## src/rtl/mips_cpu_lsu_bus_if.sv

```systemverilog
// Bundle of the load/store unit's request/response handshake and its
// Avalon-style data memory port.
//   master : the load/store unit (accepts requests, returns responses,
//            drives the memory strobes, address, byte enables and write data)
//   slave  : the environment (execute stage issuing requests plus the memory
//            answering with readdata/waitrequest)
// Parameter ADDR_WIDTH sets the width of avm_address.
interface mips_cpu_lsu_bus_if #(
    parameter int unsigned ADDR_WIDTH = 32
);
    // request / response side
    logic                  req_valid;
    logic                  req_ready;
    logic [5:0]            op;
    logic [31:0]           base;
    logic [15:0]           offset;
    logic [31:0]           store_data;
    logic [31:0]           rt_old;
    logic                  resp_valid;
    logic [31:0]           resp_data;
    logic                  resp_error;

    // memory side
    logic [ADDR_WIDTH-1:0] avm_address;
    logic                  avm_read;
    logic                  avm_write;
    logic [3:0]            avm_byteenable;
    logic [31:0]           avm_writedata;
    logic [31:0]           avm_readdata;
    logic                  avm_waitrequest;

    modport master (
        input  req_valid, op, base, offset, store_data, rt_old,
        input  avm_readdata, avm_waitrequest,
        output req_ready, resp_valid, resp_data, resp_error,
        output avm_address, avm_read, avm_write, avm_byteenable, avm_writedata
    );

    modport slave (
        output req_valid, op, base, offset, store_data, rt_old,
        output avm_readdata, avm_waitrequest,
        input  req_ready, resp_valid, resp_data, resp_error,
        input  avm_address, avm_read, avm_write, avm_byteenable, avm_writedata
    );
endinterface

```

## src/rtl/mips_cpu_lsu_bus.sv

```systemverilog
// Multi-cycle MIPS load/store unit with an Avalon-style data port.
// Accepts one memory instruction at a time, forms ea = base + sext(offset),
// runs a byte-enabled bus read and/or write honouring avm_waitrequest and
// returns extended or merged load data with a one-cycle resp_valid pulse.
//
// Ports:
//   clk    : rising-edge clock
//   reset  : asynchronous active-high reset
//   bus    : mips_cpu_lsu_bus_if.master (request/response + avm_* port)
// Parameters:
//   ADDR_WIDTH  : width of avm_address (low bits of the effective address)
//   CHECK_ALIGN : 1 flags misaligned LW/SW/LH/LHU/SH, 0 ignores the low bits
// Build option:
//   MIPS_LSU_RMW_EN : when defined, SB/SH become read-modify-write of the
//                     aligned word with a full-word write (no byte enables
//                     needed in memory); otherwise they are a single write
//                     with partial byte enables.
module mips_cpu_lsu_bus #(
    parameter int unsigned ADDR_WIDTH  = 32,
    parameter bit          CHECK_ALIGN = 1'b1
) (
    input  logic               clk,
    input  logic               reset,
    mips_cpu_lsu_bus_if.master bus
);

    localparam logic [5:0] OP_LB  = 6'b100000;
    localparam logic [5:0] OP_LH  = 6'b100001;
    localparam logic [5:0] OP_LWL = 6'b100010;
    localparam logic [5:0] OP_LW  = 6'b100011;
    localparam logic [5:0] OP_LBU = 6'b100100;
    localparam logic [5:0] OP_LHU = 6'b100101;
    localparam logic [5:0] OP_LWR = 6'b100110;
    localparam logic [5:0] OP_SB  = 6'b101000;
    localparam logic [5:0] OP_SH  = 6'b101001;
    localparam logic [5:0] OP_SW  = 6'b101011;

`ifdef MIPS_LSU_RMW_EN
    localparam bit RMW_EN = 1'b1;
`else
    localparam bit RMW_EN = 1'b0;
`endif

    typedef enum logic [1:0] {
        S_IDLE,
        S_READ,
        S_WRITE,
        S_RESP
    } state_t;

    state_t                state;

    // registered outputs
    logic                  req_ready;
    logic                  resp_valid;
    logic [31:0]           resp_data;
    logic                  resp_error;
    logic [ADDR_WIDTH-1:0] avm_address;
    logic                  avm_read;
    logic                  avm_write;
    logic [3:0]            avm_byteenable;
    logic [31:0]           avm_writedata;

    // request captured at acceptance
    logic [5:0]            op_q;
    logic [1:0]            k_q;
    logic [31:0]           rt_old_q;
    logic [15:0]           sd_q;

    // decode of the incoming request
    logic [31:0]           ea;
    logic [1:0]            k;
    logic                  op_ok;
    logic                  misalign;
    logic                  is_load;
    logic                  is_sub_store;
    logic                  req_err;
    logic [3:0]            wr_be;
    logic [31:0]           wr_data;

    // Classify the request, flag errors and prepare direct-write lanes/data
    always_comb begin
        ea           = bus.base + {{16{bus.offset[15]}}, bus.offset};
        k            = ea[1:0];
        op_ok        = 1'b1;
        misalign     = 1'b0;
        is_load      = 1'b0;
        is_sub_store = 1'b0;
        wr_be        = 4'b1111;
        wr_data      = bus.store_data;
        case (bus.op)
            OP_LB, OP_LBU, OP_LWL, OP_LWR: begin
                is_load = 1'b1;
            end
            OP_LH, OP_LHU: begin
                is_load  = 1'b1;
                misalign = k[0];
            end
            OP_LW: begin
                is_load  = 1'b1;
                misalign = (k != 2'b00);
            end
            OP_SB: begin
                is_sub_store = 1'b1;
                wr_be        = 4'b0001 << k;
                wr_data      = {4{bus.store_data[7:0]}};
            end
            OP_SH: begin
                is_sub_store = 1'b1;
                misalign     = k[0];
                wr_be        = k[1] ? 4'b1100 : 4'b0011;
                wr_data      = {2{bus.store_data[15:0]}};
            end
            OP_SW: begin
                misalign = (k != 2'b00);
            end
            default: begin
                op_ok = 1'b0;
            end
        endcase
        req_err = !op_ok || (CHECK_ALIGN && misalign);
    end

    // Lane-select, extend or merge the captured read word for a load.
    // 3-k equals ~k for a 2-bit k, so the LWL shift is {~k, 3'b000}.
    function automatic logic [31:0] load_fmt(
        input logic [5:0]  f_op,
        input logic [1:0]  f_k,
        input logic [31:0] w,
        input logic [31:0] rt
    );
        logic [7:0]  b;
        logic [15:0] h;
        logic [31:0] r;
        b = 8'(w >> {f_k, 3'b000});
        h = 16'(w >> {f_k[1], 4'b0000});
        case (f_op)
            OP_LB:   r = {{24{b[7]}}, b};
            OP_LBU:  r = {24'h000000, b};
            OP_LH:   r = {{16{h[15]}}, h};
            OP_LHU:  r = {16'h0000, h};
            OP_LWL:  r = (w << {~f_k, 3'b000}) |
                         (rt & ~(32'hFFFF_FFFF << {~f_k, 3'b000}));
            OP_LWR:  r = (w >> {f_k, 3'b000}) |
                         (rt & ~(32'hFFFF_FFFF >> {f_k, 3'b000}));
            default: r = w;
        endcase
        return r;
    endfunction

    // Drop the stored byte/halfword into the word read back for RMW
    function automatic logic [31:0] rmw_merge(
        input logic [5:0]  f_op,
        input logic [1:0]  f_k,
        input logic [31:0] w,
        input logic [15:0] sd
    );
        logic [31:0] r;
        r = w;
        if (f_op == OP_SB) begin
            r[{f_k, 3'b000} +: 8] = sd[7:0];
        end else begin
            r[{f_k[1], 4'b0000} +: 16] = sd;
        end
        return r;
    endfunction

    // Control FSM; every output is a register so the bus stays stable
    // across waitrequest and drops straight away on reset.
    always_ff @(posedge clk or posedge reset) begin
        if (reset) begin
            state          <= S_IDLE;
            req_ready      <= 1'b1;
            resp_valid     <= 1'b0;
            resp_error     <= 1'b0;
            resp_data      <= 32'h0;
            avm_address    <= '0;
            avm_read       <= 1'b0;
            avm_write      <= 1'b0;
            avm_byteenable <= 4'b0000;
            avm_writedata  <= 32'h0;
            op_q           <= 6'h0;
            k_q            <= 2'b00;
            rt_old_q       <= 32'h0;
            sd_q           <= 16'h0;
        end else begin
            case (state)
                S_IDLE: begin
                    if (bus.req_valid) begin
                        req_ready <= 1'b0;
                        op_q      <= bus.op;
                        k_q       <= k;
                        rt_old_q  <= bus.rt_old;
                        sd_q      <= bus.store_data[15:0];
                        if (req_err) begin
                            state      <= S_RESP;
                            resp_valid <= 1'b1;
                            resp_error <= 1'b1;
                            resp_data  <= 32'h0;
                        end else begin
                            avm_address <= ADDR_WIDTH'({ea[31:2], 2'b00});
                            if (is_load || (RMW_EN && is_sub_store)) begin
                                state          <= S_READ;
                                avm_read       <= 1'b1;
                                avm_byteenable <= 4'b1111;
                            end else begin
                                state          <= S_WRITE;
                                avm_write      <= 1'b1;
                                avm_byteenable <= wr_be;
                                avm_writedata  <= wr_data;
                            end
                        end
                    end
                end

                S_READ: begin
                    if (!bus.avm_waitrequest) begin
                        avm_read <= 1'b0;
                        // loads are 100xxx, stores 101xxx
                        if (!op_q[3]) begin
                            state      <= S_RESP;
                            resp_valid <= 1'b1;
                            resp_error <= 1'b0;
                            resp_data  <= load_fmt(op_q, k_q, bus.avm_readdata, rt_old_q);
                        end else begin
                            state          <= S_WRITE;
                            avm_write      <= 1'b1;
                            avm_byteenable <= 4'b1111;
                            avm_writedata  <= rmw_merge(op_q, k_q, bus.avm_readdata, sd_q);
                        end
                    end
                end

                S_WRITE: begin
                    if (!bus.avm_waitrequest) begin
                        avm_write  <= 1'b0;
                        state      <= S_RESP;
                        resp_valid <= 1'b1;
                        resp_error <= 1'b0;
                        resp_data  <= 32'h0;
                    end
                end

                S_RESP: begin
                    state      <= S_IDLE;
                    resp_valid <= 1'b0;
                    resp_error <= 1'b0;
                    req_ready  <= 1'b1;
                end

                default: begin
                    state <= S_IDLE;
                end
            endcase
        end
    end

    assign bus.req_ready      = req_ready;
    assign bus.resp_valid     = resp_valid;
    assign bus.resp_data      = resp_data;
    assign bus.resp_error     = resp_error;
    assign bus.avm_address    = avm_address;
    assign bus.avm_read       = avm_read;
    assign bus.avm_write      = avm_write;
    assign bus.avm_byteenable = avm_byteenable;
    assign bus.avm_writedata  = avm_writedata;

endmodule

```

## src/flat_wrapper.sv

```systemverilog
// flat-port wrapper written by rule: the top's interface ports become plain ports
module mips_cpu_lsu_bus_flat 
#(
    parameter int unsigned ADDR_WIDTH  = 32,
    parameter bit          CHECK_ALIGN = 1'b1
)
  (clk, reset, bus_req_valid, bus_op, bus_base, bus_offset, bus_store_data, bus_rt_old, bus_avm_readdata, bus_avm_waitrequest, bus_req_ready, bus_resp_valid, bus_resp_data, bus_resp_error, bus_avm_address, bus_avm_read, bus_avm_write, bus_avm_byteenable, bus_avm_writedata);
  mips_cpu_lsu_bus_if #(.ADDR_WIDTH(ADDR_WIDTH)) bus_i ();
  input  logic clk;
  input  logic reset;
  input wire logic [$bits(bus_i.req_valid)-1:0] bus_req_valid;
  input wire logic [$bits(bus_i.op)-1:0] bus_op;
  input wire logic [$bits(bus_i.base)-1:0] bus_base;
  input wire logic [$bits(bus_i.offset)-1:0] bus_offset;
  input wire logic [$bits(bus_i.store_data)-1:0] bus_store_data;
  input wire logic [$bits(bus_i.rt_old)-1:0] bus_rt_old;
  input wire logic [$bits(bus_i.avm_readdata)-1:0] bus_avm_readdata;
  input wire logic [$bits(bus_i.avm_waitrequest)-1:0] bus_avm_waitrequest;
  output wire logic [$bits(bus_i.req_ready)-1:0] bus_req_ready;
  output wire logic [$bits(bus_i.resp_valid)-1:0] bus_resp_valid;
  output wire logic [$bits(bus_i.resp_data)-1:0] bus_resp_data;
  output wire logic [$bits(bus_i.resp_error)-1:0] bus_resp_error;
  output wire logic [$bits(bus_i.avm_address)-1:0] bus_avm_address;
  output wire logic [$bits(bus_i.avm_read)-1:0] bus_avm_read;
  output wire logic [$bits(bus_i.avm_write)-1:0] bus_avm_write;
  output wire logic [$bits(bus_i.avm_byteenable)-1:0] bus_avm_byteenable;
  output wire logic [$bits(bus_i.avm_writedata)-1:0] bus_avm_writedata;
  assign bus_i.req_valid = bus_req_valid;
  assign bus_i.op = bus_op;
  assign bus_i.base = bus_base;
  assign bus_i.offset = bus_offset;
  assign bus_i.store_data = bus_store_data;
  assign bus_i.rt_old = bus_rt_old;
  assign bus_i.avm_readdata = bus_avm_readdata;
  assign bus_i.avm_waitrequest = bus_avm_waitrequest;
  assign bus_req_ready = bus_i.req_ready;
  assign bus_resp_valid = bus_i.resp_valid;
  assign bus_resp_data = bus_i.resp_data;
  assign bus_resp_error = bus_i.resp_error;
  assign bus_avm_address = bus_i.avm_address;
  assign bus_avm_read = bus_i.avm_read;
  assign bus_avm_write = bus_i.avm_write;
  assign bus_avm_byteenable = bus_i.avm_byteenable;
  assign bus_avm_writedata = bus_i.avm_writedata;
  mips_cpu_lsu_bus #(.ADDR_WIDTH(ADDR_WIDTH), .CHECK_ALIGN(CHECK_ALIGN)) u_core (.clk(clk), .reset(reset), .bus(bus_i));
endmodule
```

## config.mk

```make
export PLATFORM = sky130hd
export DESIGN_NAME = mips_cpu_lsu_bus_flat
export DESIGN_NICKNAME = d
export VERILOG_FILES = /design/src/rtl/mips_cpu_lsu_bus_if.sv /design/src/rtl/mips_cpu_lsu_bus.sv /design/src/flat_wrapper.sv
export SDC_FILE = /design/constraint.sdc
export NUM_CORES = 1
export LEC_CHECK = 0
export ABC_AREA = 1
export CAP_MARGIN = 20
export CORE_MARGIN = 5
export CORE_UTILIZATION = 53
export DETAILED_ROUTE_END_ITERATION = 7
export PLACE_DENSITY_LB_ADDON = 0.3
export SYNTH_ARGS = -nofsm -noshare
export SYNTH_HDL_FRONTEND = slang
export SYNTH_SLANG_ARGS = --single-unit
```

## constraint.sdc

```tcl
create_clock -name clk -period 7.2 [get_ports clk]
set_input_delay 1.08 -clock clk [delete_from_list [all_inputs] [get_ports clk]]
set_output_delay 1.08 -clock clk [all_outputs]
set_load 0.01 [all_outputs]
```

==> impl_metrics.tcl <==
set metrics [dict create \
    status "finished clean" \
    clkTransAtPathRegs_ns 0.06 \
    final_cell_area_sq_um 15950 \
    min_path_cells 2 \
    vias 14660 \
    yosysWarnings 0 \
    ant_nets 0 \
    hp-class "register to register" \
    cts-resized-gates 0 \
    core-area_sq_um 23610 \
    leakagePower_nw 8.030 \
    drt_first_pass_iters 6 \
    drv_slew 0 \
    areaGrowthSynthToFinish_pct 24.75 \
    async_flop_share 1.000 \
    reg2reg_depth 11 \
    avgSynthCellArea_sq_um 6.124 \
    cap_violations 0 \
    cts_setup_buffers 0 \
    place_ws_ns 2.507 \
    cts-root-buf "clkbuf_16" \
    nFillCells 2244 \
    dieArea_sq_um 27330 \
    hold_buffers 0 \
    ioPinCount 259 \
    grt_overflow_total 0 \
    cp_num_cells 13 \
    finClkSkew_ns 0.01176 \
    yosysTopAreaCell "dfrtp_1" \
    seqCellArea_sq_um 4033 \
    grt_pass1_vias 13940 \
    fmax_mhz 230.3 \
    yosysTopAreaCellShare 0.3131 \
    die_x_um 165.3 \
    synth.area.top_cells "dfrtp_1, nand2_1, o21ai_0, inv_1, nand3_1" \
    start_util 0.5415 \
    gp_congestion 0.9773 \
    track_usage 0.3327 \
    nets 2467 \
    drive_above_1_share 0.03109 \
    post-route-min-period_ns 4.343 \
    ys_seq_area_frac 0.3152 \
    antenna_found_initial 4 \
    die_h_um 165.3 \
    dpl.hpwl_mm 34.32 \
    post-route-period-util 0.6032 \
    crit_type "input pin to register" \
    setup_viol 0 \
    cp.required_ns 7.57 \
    worstMarginPinSlew_ns 1.142 \
    drt_first_iter_violations 1440 \
    final_hold_viol_count 0 \
    synthFlopType "dfrtp_1" \
    synth_edf_count 0 \
    clockBufferDepth 2 \
    fin_ws_ns 2.857 \
    htree_levels 4 \
    cts.sinks 161 \
    peakVddDrop_mv 0.2097 \
    port_buffers 256 \
    crit_slowest_cell "inv_2" \
    wire_per_inst_um 17.64 \
    vias_per_cell 5.628 \
    drc 0 \
    grt_max_degree 93 \
    place_area_sq_um 15350 \
    cts-buffers-inserted 17 \
    cts_tree "done" \
    fin_hold_ws_ns 0.4699 \
    cp-start-kind "input pin" \
    powerDensity_nw_per_um2 364.1 \
    multi_input_comb_area_sq_um 7365 \
    slowest_delay_ns 0.73 \
    path_max_fanout 42 \
    rsz0062_at_grt "no" \
    max_slew_margin 0.2366 \
    critical_path_arrival_ns 4.71 \
    grt_pass1_wl_mm 71.88 \
    mostFrequentLayoutCell "nand2_1" \
    crit_buf_inv 4 \
    layout_common_cells "nand2_1, clkdlybuf4s50_1, inv_1" \
    endpoint_kind "register" \
    cpLargestDelayFamily "simple AND/OR/NAND/NOR gates" \
    synthesis.area_sq_um 12790 \
    wl_mm 45.93 \
    rows 56 \
    synth_seq_cells 161 \
    synthCells 2088 \
    fin_tns_setup_ns 0 \
    worstPathCellList "clkdlybuf4s50_1 -> ha_1 -> inv_1 -> fa_1 -> inv_1 -> nor2_1 -> nor3_1 -> nor2_1 -> nand3_1 -> nand3_2 -> inv_2 -> nand3_1 -> nand2_1" \
    clk_latency_ns 0.44 \
    synth_cell_type_count 40 \
]
-- per-layer routing --
metal,GRT usage,wire length [um]
met1,0.4058,17280
met2,0.5599,21650
met5,0,46
met4,0.1620,2405
met3,0.07074,4553
-- cells by family (layout without fill, tap and decap cells) --
family,count (synthesis),after routing,share of synthesized area
buf+inv,347,542,0.1091
xor+xnor,15,15,0.01028
other cells,1,3,0.0002933
flops,161,161,0.3152
fa+ha+maj,42,42,0.04169
compound gates,373,373,0.1610
simple gates,1149,1149,0.3625
-- synthesized netlist by cell type, types with 2 or more instances --
cell      count
nand2_1     815
inv_1       235
o21ai_0     205
dfrtp_1     160
nor2_1      142
nand3_1     141
a21oi_1      77
clkbuf_1     52
o211ai_1     42
ha_1         41
buf_2        40
o21ai_1      24
nor3_1       17
o221ai_1     16
xnor2_1      14
nand4_1      11
inv_2         8
buf_4         7
nand3b_1      7
nor2_2        7
a21o_1        2
buf_1         2
buf_6         2
nand2_2       2
nand3_2       2
o21bai_1      2
o22ai_1       2
-- layout make-up --
| cell class | count | area share |
|---|---|---|
| Antenna cell | 1 | 0.0001569 |
| Clock buffer | 20 | 0.02863 |
| Clock inverter | 12 | 0.007531 |
| Inverter | 243 | 0.05750 |
| Multi-Input combinational cell | 1581 | 0.4617 |
| Sequential cell | 161 | 0.2528 |
| Tap cell | 319 | 0.02502 |
| Timing Repair Buffer | 267 | 0.1666 |
-- where the power goes --
part	switching (W)	internal, W
Sequential	0.000320	0.00134
Clock	0.000415	0.000502
Combinational	0.00203	0.00121
Total	0.00276	0.00305
-- metrics by stage --
step                      cells  total power, W    util
final                      2604        0.005807  0.6755
after global routing       2604        0.006235  0.6755
after CTS                  2602        0.005758  0.6745
after detailed placement   2570        0.004820  0.6501
after global placement     2570        0.004740  0.6501
after floorplan            2089        0.003599       -
-- flip-flops by register name, summed over array words and instances, names as in the netlist --
| register | count |
|---|---|
| u_core.bus.avm_writedata | 32 |
| u_core.bus.resp_data | 32 |
| u_core.rt_old_q | 32 |
| u_core.bus.avm_address | 30 |
| u_core.sd_q | 16 |
| u_core.op_q | 6 |
| u_core.bus.avm_byteenable | 4 |
| u_core.k_q | 2 |
| u_core.state | 2 |
| u_core.bus.avm_read | 1 |
| u_core.bus.avm_write | 1 |
| u_core.bus.req_ready | 1 |
| u_core.bus.resp_error | 1 |
| u_core.bus.resp_valid | 1 |
-- tightest hold or removal path, cell delays in order (launching register included) --
cell and delay [ns]:
dfstp_2 0.37, nand2_1 0.05, nand2_1 0.05
-- final timing paths --
path	to	start	slack, ns
setup / recovery	u_core.bus.resp_data[9]	bus_offset[0]	2.86
hold / removal	u_core.bus.req_ready	u_core.bus.req_ready	0.47
setup reg to reg	u_core.bus.avm_writedata[6]	u_core.k_q[1]	3.56
hold reg to reg	u_core.bus.req_ready	u_core.bus.req_ready	0.47
max in group asynchronous	u_core.k_q[0]	reset	4.47
min in group asynchronous	u_core.bus.avm_address[7]	reset	1.19
No activity file was read; power rests on OpenSTA's default activity.
